### src/rtl/sysa_pkg.sv
// Shared definitions for the systolic-array feeder and the output-side collector.
package sysa_pkg;

  localparam int unsigned DATA_W = 8;

  typedef enum logic [1:0] {
    ST_IDLE   = 2'd0,
    ST_STREAM = 2'd1,
    ST_FLUSH  = 2'd2
  } fsm_state_e;

  // Zero-row advances needed to drain every partial sum out of an n x n array
  function automatic int unsigned flush_len(input int unsigned n);
    return 2 * n - 1;
  endfunction

endpackage

### src/rtl/sysa_feed_fifo.sv
// Synchronous first-word-fall-through row buffer for the systolic feeder.
module sysa_feed_fifo #(
  parameter int unsigned DEPTH = 4,
  parameter int unsigned WIDTH = 25
) (
  input  logic             clk,
  input  logic             rst,
  input  logic             push,
  input  logic [WIDTH-1:0] wdata,
  input  logic             pop,
  output logic [WIDTH-1:0] rdata,
  output logic             full,
  output logic             empty
);

  localparam int unsigned AW = $clog2(DEPTH);
  localparam int unsigned CW = AW + 1;

  logic [WIDTH-1:0] mem [DEPTH];
  logic [AW-1:0]    wr_ptr;
  logic [AW-1:0]    rd_ptr;
  logic [CW-1:0]    count;
  logic             do_push;
  logic             do_pop;

  assign do_push = push && !full;
  assign do_pop  = pop && !empty;

  // Pointers wrap naturally; occupancy has one extra bit to tell full from empty
  always_ff @(posedge clk) begin
    if (!rst) begin
      wr_ptr <= '0;
      rd_ptr <= '0;
      count  <= '0;
    end else begin
      if (do_push) wr_ptr <= wr_ptr + AW'(1);
      if (do_pop)  rd_ptr <= rd_ptr + AW'(1);
      case ({do_push, do_pop})
        2'b10:   count <= count + CW'(1);
        2'b01:   count <= count - CW'(1);
        default: ;
      endcase
    end
  end

  always_ff @(posedge clk) begin
    if (do_push) mem[wr_ptr] <= wdata;
  end

  assign rdata = mem[rd_ptr];
  assign full  = (count == CW'(DEPTH));
  assign empty = (count == '0);

endmodule

### src/rtl/sysa_feeder.sv
// Left-edge feeder of the N x N systolic array: buffers rows, skews lanes, drains with zero rows.
// Optional stall_cnt performance port when SYSA_FEED_PERF_EN is defined.
module sysa_feeder
  import sysa_pkg::*;
#(
  parameter int unsigned N     = 3,
  parameter int unsigned DEPTH = 4
) (
  input  logic                  clk,
  input  logic                  rst,
  input  logic                  s_valid,
  output logic                  s_ready,
  input  logic [DATA_W*N-1:0]   s_data,
  input  logic                  s_last,
  output logic                  arr_en,
  output logic [DATA_W*N-1:0]   arr_in,
  output logic                  busy,
  output logic                  done
`ifdef SYSA_FEED_PERF_EN
  ,
  output logic [31:0]           stall_cnt
`endif
);

  localparam int unsigned ROW_W     = DATA_W * N;
  localparam int unsigned FLUSH_LEN = flush_len(N);
  localparam int unsigned CNT_W     = $clog2(2 * N);

  fsm_state_e       state;
  fsm_state_e       next_state;
  logic [CNT_W-1:0] flush_cnt;
  logic [ROW_W:0]   rd_entry;
  logic             fifo_full;
  logic             fifo_empty;
  logic             push_c;
  logic             pop_c;
  logic             advance_c;
  logic             zero_row_c;
  logic             done_c;
  logic             rd_last_c;
  logic [ROW_W-1:0] row_c;

  assign s_ready   = !fifo_full;
  assign push_c    = s_valid && !fifo_full;
  assign rd_last_c = rd_entry[ROW_W];
  assign row_c     = zero_row_c ? '0 : rd_entry[ROW_W-1:0];
  assign busy      = (state != ST_IDLE) || !fifo_empty;

  sysa_feed_fifo #(
    .DEPTH (DEPTH),
    .WIDTH (ROW_W + 1)
  ) u_fifo (
    .clk   (clk),
    .rst   (rst),
    .push  (push_c),
    .wdata ({s_last, s_data}),
    .pop   (pop_c),
    .rdata (rd_entry),
    .full  (fifo_full),
    .empty (fifo_empty)
  );

  // State register; the flush counter only runs while staying in FLUSH
  always_ff @(posedge clk) begin
    if (!rst) begin
      state     <= ST_IDLE;
      flush_cnt <= '0;
    end else begin
      state <= next_state;
      if (state == ST_FLUSH && next_state == ST_FLUSH) flush_cnt <= flush_cnt + CNT_W'(1);
      else                                             flush_cnt <= '0;
    end
  end

  always_comb begin
    next_state = state;
    case (state)
      ST_IDLE:   if (!fifo_empty) next_state = ST_STREAM;
      ST_STREAM: if (!fifo_empty && rd_last_c) next_state = ST_FLUSH;
      ST_FLUSH:  if (flush_cnt == CNT_W'(FLUSH_LEN)) next_state = ST_IDLE;
      default:   next_state = ST_IDLE;
    endcase
  end

  // FLUSH spends FLUSH_LEN cycles advancing zero rows, then one cycle signalling done
  always_comb begin
    pop_c      = 1'b0;
    advance_c  = 1'b0;
    zero_row_c = 1'b0;
    done_c     = 1'b0;
    case (state)
      ST_STREAM: begin
        pop_c     = !fifo_empty;
        advance_c = !fifo_empty;
      end
      ST_FLUSH: begin
        if (flush_cnt == CNT_W'(FLUSH_LEN)) begin
          done_c = 1'b1;
        end else begin
          advance_c  = 1'b1;
          zero_row_c = 1'b1;
        end
      end
      default: ;
    endcase
  end

  always_ff @(posedge clk) begin
    if (!rst) begin
      arr_en <= 1'b0;
      done   <= 1'b0;
    end else begin
      arr_en <= advance_c;
      done   <= done_c;
    end
  end

  // Lane i passes through i skew stages before reaching the array edge
  for (genvar i = 0; i < N; i++) begin : g_lane
    logic [DATA_W-1:0] lane_in;
    logic [DATA_W-1:0] lane_q;

    assign lane_in = row_c[i*DATA_W +: DATA_W];
    assign arr_in[i*DATA_W +: DATA_W] = lane_q;

    if (i == 0) begin : g_direct
      always_ff @(posedge clk) begin
        if (!rst)           lane_q <= '0;
        else if (advance_c) lane_q <= lane_in;
      end
    end else begin : g_skew
      logic [i*DATA_W-1:0] dly;

      always_ff @(posedge clk) begin
        if (!rst) begin
          dly    <= '0;
          lane_q <= '0;
        end else if (advance_c) begin
          dly    <= (i*DATA_W)'({dly, lane_in});
          lane_q <= dly[i*DATA_W-1 -: DATA_W];
        end
      end
    end
  end

`ifdef SYSA_FEED_PERF_EN
  // Saturating count of bubbles: streaming but nothing buffered
  always_ff @(posedge clk) begin
    if (!rst) begin
      stall_cnt <= '0;
    end else if (state == ST_STREAM && fifo_empty && stall_cnt != 32'hFFFF_FFFF) begin
      stall_cnt <= stall_cnt + 32'd1;
    end
  end
`endif

endmodule

### config.mk
export PLATFORM = sky130hd
export DESIGN_NAME = sysa_feeder
export DESIGN_NICKNAME = d
export VERILOG_FILES = /design/src/rtl/sysa_pkg.sv /design/src/rtl/sysa_feed_fifo.sv /design/src/rtl/sysa_feeder.sv
export SDC_FILE = /design/constraint.sdc
export NUM_CORES = 1
export LEC_CHECK = 0
export ABC_CLOCK_PERIOD_IN_PS = 3900
export BUFFER_PORTS_ARGS = -buffer_cell sky130_fd_sc_hd__buf_4
export CAP_MARGIN = 0
export CORE_AREA = 2 2 157 82
export DETAILED_ROUTE_END_ITERATION = 6
export DIE_AREA = 0 0 159 84
export MAX_ROUTING_LAYER = met4
export PLACE_DENSITY = 0.69
export SLEW_MARGIN = 10
export SYNTH_ARGS = -nofsm -noshare
export SYNTH_HDL_FRONTEND = slang
export SYNTH_SLANG_ARGS = --single-unit
### constraint.sdc
create_clock -name clk -period 3.9 [get_ports clk]
set_input_delay 0 -clock clk [delete_from_list [all_inputs] [get_ports clk]]
set_output_delay 0 -clock clk [all_outputs]
set_load 0.01 [all_outputs]
==> results.json, run 1 <==
{
  "rsz0062_at_grt": "false",
  "postRouteAntennaNets": 0,
  "wl_per_cell_um": 18.0,
  "clock_skew_ns": 0.0107,
  "setup_ws_ns": 1.45,
  "netlist_instances": 330,
  "synth-edff-count": 100,
  "layout-drive-gt1-share": 0.279,
  "syn_nets": 370,
  "status": "finished, final reports clean",
  "synth_seq_cells": 164,
  "hold_viol": 0,
  "area_delta_synth_final_pct": 24.2,
  "cts_resized": 0,
  "grt_max_degree": 49,
  "grt_use_total": 0.178,
  "met1_length_mm": 5.42,
  "fp-row-count": 29,
  "gp_congestion": 0.720,
  "path_clk_slew_ns": 0.06,
  "setup_tns_ns": 0,
  "clk_latency_ns": 0.42,
  "hold_ws_ns": 0.0440,
  "die_area_sq_mm": 0.0134,
  "synth.area.top_cells": "edfxtp_1, dfxtp_1, mux4_2, a22o_1, ha_1",
  "fin_crit_ns": 2.45,
  "tightestPinTransition_ns": 1.05,
  "synth_area_sq_mm": 0.00592,
  "post-dp-hpwl_mm": 6.61,
  "highest_layer": "met4",
  "pwr_density_cell_mw_per_mm2": 563,
  "die_height_um": 84,
  "maxCapViolCount": 0,
  "crit_arrival_ns": 2.79,
  "cts_buffers": 17,
  "cts_tree": "built",
  "htree_levels": 4,
  "synth.avg_cell_area_sq_um": 17.9,
  "grt-ovfl-total": 0,
  "ios": 56,
  "avgViaCountPerCell": 5.25,
  "synth.most_common_cell": "edfxtp_1",
  "path_max_fanout": 6,
  "grt_pass1_vias": 3117,
  "setup_viol": 0,
  "power.leakage_nw": 2.65,
  "hp-class": "in -> reg",
  "clockBufferDepth": 2,
  "finalNetCount": 461,
  "antennaDiodeCount": 0,
  "fp.dieW_um": 159,
  "grt_pass1_wl_mm": 17.1,
  "drt_first_iter_violations": 203,
  "cts_sinks": 164,
  "ys_types": 35,
  "antenna_found_initial": 0,
  "via_count": 3168,
  "ys_async_sr_fraction": 0,
  "synth_common_cells": "edfxtp_1, dfxtp_1, a22o_1",
  "ir_worst_vdd_mv": 0.275,
  "wirelength_mm": 10.9,
  "drc": 0,
  "initial_core_util": 0.486,
  "drv_slew": 0,
  "wl_met3_um": 456,
  "met2WireLength_mm": 4.91,
  "port_buffers": 55,
  "criticalPathCategory": "reg -> reg",
  "end_kind": "register",
  "yosysWarnings": 0,
  "cp-start-kind": "register",
  "dpl_worst_slack_ns": 1.50,
  "synth_ff_type": "edfxtp_1",
  "core_sq_mm": 0.0122,
  "max_slew_margin": 0.296,
  "fin_crit_sh": 0.627,
  "worstPathRequired_ns": 4.25,
  "drt-pass1-iter-count": 5,
  "synth_top_cell_by_area": "edfxtp_1",
  "max_freq_ghz": 0.409,
  "yosysSeqAreaShare": 0.723,
  "synth_top_area_share": 0.507,
  "root_buffer": "clkbuf_16"
}
what timing repair did:
action,in CTS,in global routing
hold buffers,26,0
hold endpoints to repair,112,0
setup buffers,0,0
worst paths after layout:
check	start	to	depth (start not counted)	slack, ns
worst max-delay path	u_fifo.count[2]	u_fifo.count[2]	9	1.45
worst min-delay path	s_valid	u_fifo.wr_ptr[1]	4	0.04
worst max register to register	u_fifo.count[2]	u_fifo.count[2]	9	1.45
worst min register to register	g_lane[2].g_skew.dly[15]	g_lane[2].lane_q[7]	1	0.48
worst max-delay path, stage by stage (launching register included):
cell and delay, ns:
dfxtp_1 0.40, or3b_1 0.46, and2_1 0.24, inv_2 0.07
ha_1 0.17, inv_1 0.06, fa_1 0.37, xor2_1 0.15
or3_1 0.30, a21boi_0 0.16
placed cells by master, fill, tap and decap left out, types with 2 or more instances in the layout:
| master | netlist | final |
|---|---|---|
| a21oi_1 | 2 | 2 |
| a22o_1 | 48 | 48 |
| and2_1 | 10 | 9 |
| and3_1 | 4 | 4 |
| buf_4 | 2 | 62 |
| clkbuf_16 | 0 | 19 |
| clkinv_4 | 0 | 2 |
| clkinvlp_4 | 0 | 3 |
| dfxtp_1 | 64 | 63 |
| dlygate4sd3_1 | 0 | 26 |
| edfxtp_1 | 100 | 100 |
| ha_1 | 11 | 11 |
| inv_1 | 8 | 8 |
| inv_4 | 0 | 2 |
| inv_6 | 0 | 4 |
| mux4_1 | 4 | 4 |
| mux4_2 | 21 | 21 |
| nand2_1 | 8 | 8 |
| nor2_1 | 4 | 3 |
| nor3_1 | 4 | 4 |
| o21ai_0 | 2 | 2 |
| or3_1 | 2 | 2 |
| or4_1 | 3 | 3 |
| xnor2_1 | 4 | 4 |
| xor2_1 | 2 | 2 |
routing by layer:
metal | vias up | track usage
li1 | 1496 | -
met1 | 1595 | 0.246
met2 | 69 | 0.257
met3 | 8 | 0.0492
met4 | 0 | 0.0620
met5 | - | -
flip-flops by register name, summed over array words and instances, names as in the netlist, 2 cells and up, named ones only:
name and count:
g_lane.g_skew.dly 24, g_lane.lane_q 24, state 2, u_fifo.mem 100, u_fifo.wr_ptr 2, flush_cnt 3
u_fifo.rd_ptr 2, u_fifo.count 3
stage by stage:
step / util / cell area, sq um / std cells / power, mW
after floorplan: - / 5920 / 330 / 2.42
after global placement: 0.535 / 6530 / 546 / 2.56
after detailed placement: 0.535 / 6530 / 546 / 2.58
after CTS: 0.603 / 7360 / 604 / 4.18
after global routing: 0.603 / 7360 / 604 / 4.31
final: 0.603 / 7360 / 604 / 4.14
area by class of cell:
| class | instances | area [sq um] |
|---|---|---|
| Fill cell | 912 | 4830 |
| Multi-Input combinational cell | 141 | 1530 |
| Tap cell | 170 | 213 |
| Clock inverter | 12 | 92.6 |
| Inverter | 9 | 33.8 |
| Timing Repair Buffer | 88 | 726 |
| Clock buffer | 20 | 479 |
| Sequential cell | 164 | 4290 |
logic make-up (layout without fill, tap and decap cells):
| logic type | Yosys count | count (layout) | synth area share |
|---|---|---|---|
| compound gates | 60 | 60 | 0.0864 |
| flops | 164 | 164 | 0.723 |
| xor+xnor | 6 | 6 | 0.00887 |
| mux | 25 | 25 | 0.0976 |
| fa+ha+maj | 12 | 12 | 0.0266 |
| simple gates | 38 | 38 | 0.0368 |
| buf+inv | 25 | 129 | 0.0203 |
where the power goes:
| part | leakage (nW) | internal, mW | switching (mW) |
|---|---|---|---|
| clock | 0.275 | 0.900 | 0.681 |
| sequential | 1.44 | 1.96 | 0.0688 |
| combinational | 0.943 | 0.261 | 0.273 |
No activity file was read; power rests on OpenSTA's default activity.
==> run 2, diff against run 1 <==
ABC_CLOCK_PERIOD_IN_PS = 2350   (was 3900)
clock period = 2.35 ns   (was 3.9 ns; I/O delays follow)
==> results.json, run 2 (synthesis results as in run 1) <==
{
  "criticalPathCategory": "reg -> reg",
  "setup_viol": 0,
  "drt-pass1-iter-count": 4,
  "cts_buffers": 17,
  "cpMaxStageDelayCell": "or3b_4",
  "setup_tns_ns": 0,
  "maxCapViolCount": 0,
  "core_sq_mm": 0.0122,
  "antenna_found_initial": 0,
  "wl_per_cell_um": 18.2,
  "fin_crit_ns": 2.28,
  "hold_viol": 0,
  "avgViaCountPerCell": 5.24,
  "hp-class": "in -> reg",
  "clock_skew_ns": 0.0110,
  "crit_arrival_ns": 2.63,
  "drv_slew": 0,
  "top_register": "u_fifo.mem",
  "clockBufferDepth": 2,
  "postRouteAntennaNets": 0,
  "root_buffer": "clkbuf_16",
  "cp_top_family": "simple AND/OR/NAND/NOR gates",
  "clk_latency_ns": 0.42,
  "path_clk_slew_ns": 0.06,
  "placed_area_sq_mm": 0.00656,
  "power.leakage_nw": 2.75,
  "ir_worst_vdd_mv": 0.421,
  "largest_reg_flops": 100,
  "pwr_density_cell_mw_per_mm2": 976,
  "gp_congestion": 0.742,
  "tightestPinTransition_ns": 0.588,
  "cts_tree": "built",
  "area_delta_synth_final_pct": 26.7,
  "end_kind": "register",
  "grt_use_total": 0.180,
  "layout_common_cells": "edfxtp_1, buf_4, dfxtp_1",
  "die_height_um": 84,
  "cts_sinks": 164,
  "antennaDiodeCount": 0,
  "rrSetupSlack_ns": 0.07,
  "ios": 56,
  "post-dp-hpwl_mm": 6.69,
  "path_max_fanout": 6,
  "status": "finished, final reports clean",
  "grt_pass1_vias": 3339,
  "initial_core_util": 0.486,
  "reg.largest.list": "u_fifo.mem (100), g_lane.lane_q (24), g_lane.g_skew.dly (24)",
  "cp-start-kind": "register",
  "fin_crit_sh": 0.969,
  "worstPathRequired_ns": 2.70,
  "fp-row-count": 29,
  "htree_levels": 4,
  "drc": 0,
  "finalNetCount": 470,
  "die_area_sq_mm": 0.0134,
  "final_area_sq_mm": 0.00750,
  "via_count": 3213,
  "final_common_cell": "edfxtp_1",
  "slowest_delay_ns": 0.39,
  "port_buffers": 55,
  "cp_num_buf_inv": 2,
  "grt_pass1_wl_mm": 17.5,
  "fp.dieW_um": 159,
  "wirelength_mm": 11.1,
  "layout-drive-gt1-share": 0.302,
  "grt-ovfl-total": 0,
  "drt_first_iter_violations": 196,
  "max_freq_ghz": 0.439,
  "cp_cell_sequence": "or3b_4 -> and2_4 -> inv_2 -> ha_1 -> inv_1 -> fa_1 -> xor2_1 -> or3_1 -> a21boi_1",
  "max_slew_margin": 0.608,
  "grt_max_degree": 49
}
run 2: area by class of cell:
cell class / instances / area, sq um
Fill cell: 900 / 4690
Sequential cell: 164 / 4290
Multi-Input combinational cell: 141 / 1530
Timing Repair Buffer: 97 / 793
Clock buffer: 18 / 429
Tap cell: 170 / 213
Clock inverter: 14 / 210
Inverter: 9 / 33.8
run 2: path summary, 6_finish.rpt:
kind                                 from                  end  depth (start not counted)
setup / recovery          u_fifo.count[2]      u_fifo.count[2]                          9
hold / removal                    s_valid     u_fifo.wr_ptr[1]                          4
setup reg to reg          u_fifo.count[2]      u_fifo.count[2]                          9
hold reg to reg   g_lane[2].g_skew.dly[9]  g_lane[2].lane_q[1]                          1
run 2: metal layers:
metal	up-vias	wire length (um)	GRT usage
met5	-	0	-
met3	13	568	0.0566
li1	1507	-	-
met4	0	155	0.0562
met1	1619	5420	0.240
met2	74	5000	0.268
run 2: worst reg2reg max path: cells and delay by family, from the launching register on:
family / cells / cell delay (ns)
AND/OR/NAND/NOR: 3 / 0.90
adder cells (fa/ha/maj): 2 / 0.54
flip-flops: 1 / 0.37
XOR/XNOR: 1 / 0.17
AO/OA/AOI/OAI: 1 / 0.12
buffers and inverters: 2 / 0.11
run 2: timing repair:
| action | CTS | global route |
|---|---|---|
| pin swaps | 0 | 1 |
| gates resized for setup | 1 | 6 |
| hold endpoints to repair | 112 | 0 |
| endpoints found under the setup margin | 1 | 49 |
| hold buffers | 26 | 0 |
| cloned | 0 | 0 |
| setup buffers | 2 | 3 |
run 2: power by group:
part	switching (mW)	leakage, nW	internal (mW)
combinational	0.524	0.998	0.485
clock	1.16	0.313	1.81
sequential	0.0798	1.44	3.25
run 2: metrics by stage:
| stage | hold WS (ns) | utilization | cells | setup WS [ns] | power [mW] |
|---|---|---|---|---|---|
| after CTS | 0.0409 | 0.613 | 610 | 0.0172 | 7.36 |
| after global routing | 0.0410 | 0.615 | 613 | -0.0347 | 7.60 |
| final | 0.0176 | 0.615 | 613 | 0.0725 | 7.32 |
| after detailed placement | 0.204 | 0.538 | 550 | -0.0166 | 4.32 |
| after global placement | 0.199 | 0.538 | 550 | 0.0838 | 4.27 |
| after floorplan | 0.0989 | - | 330 | 0.0377 | 4.01 |
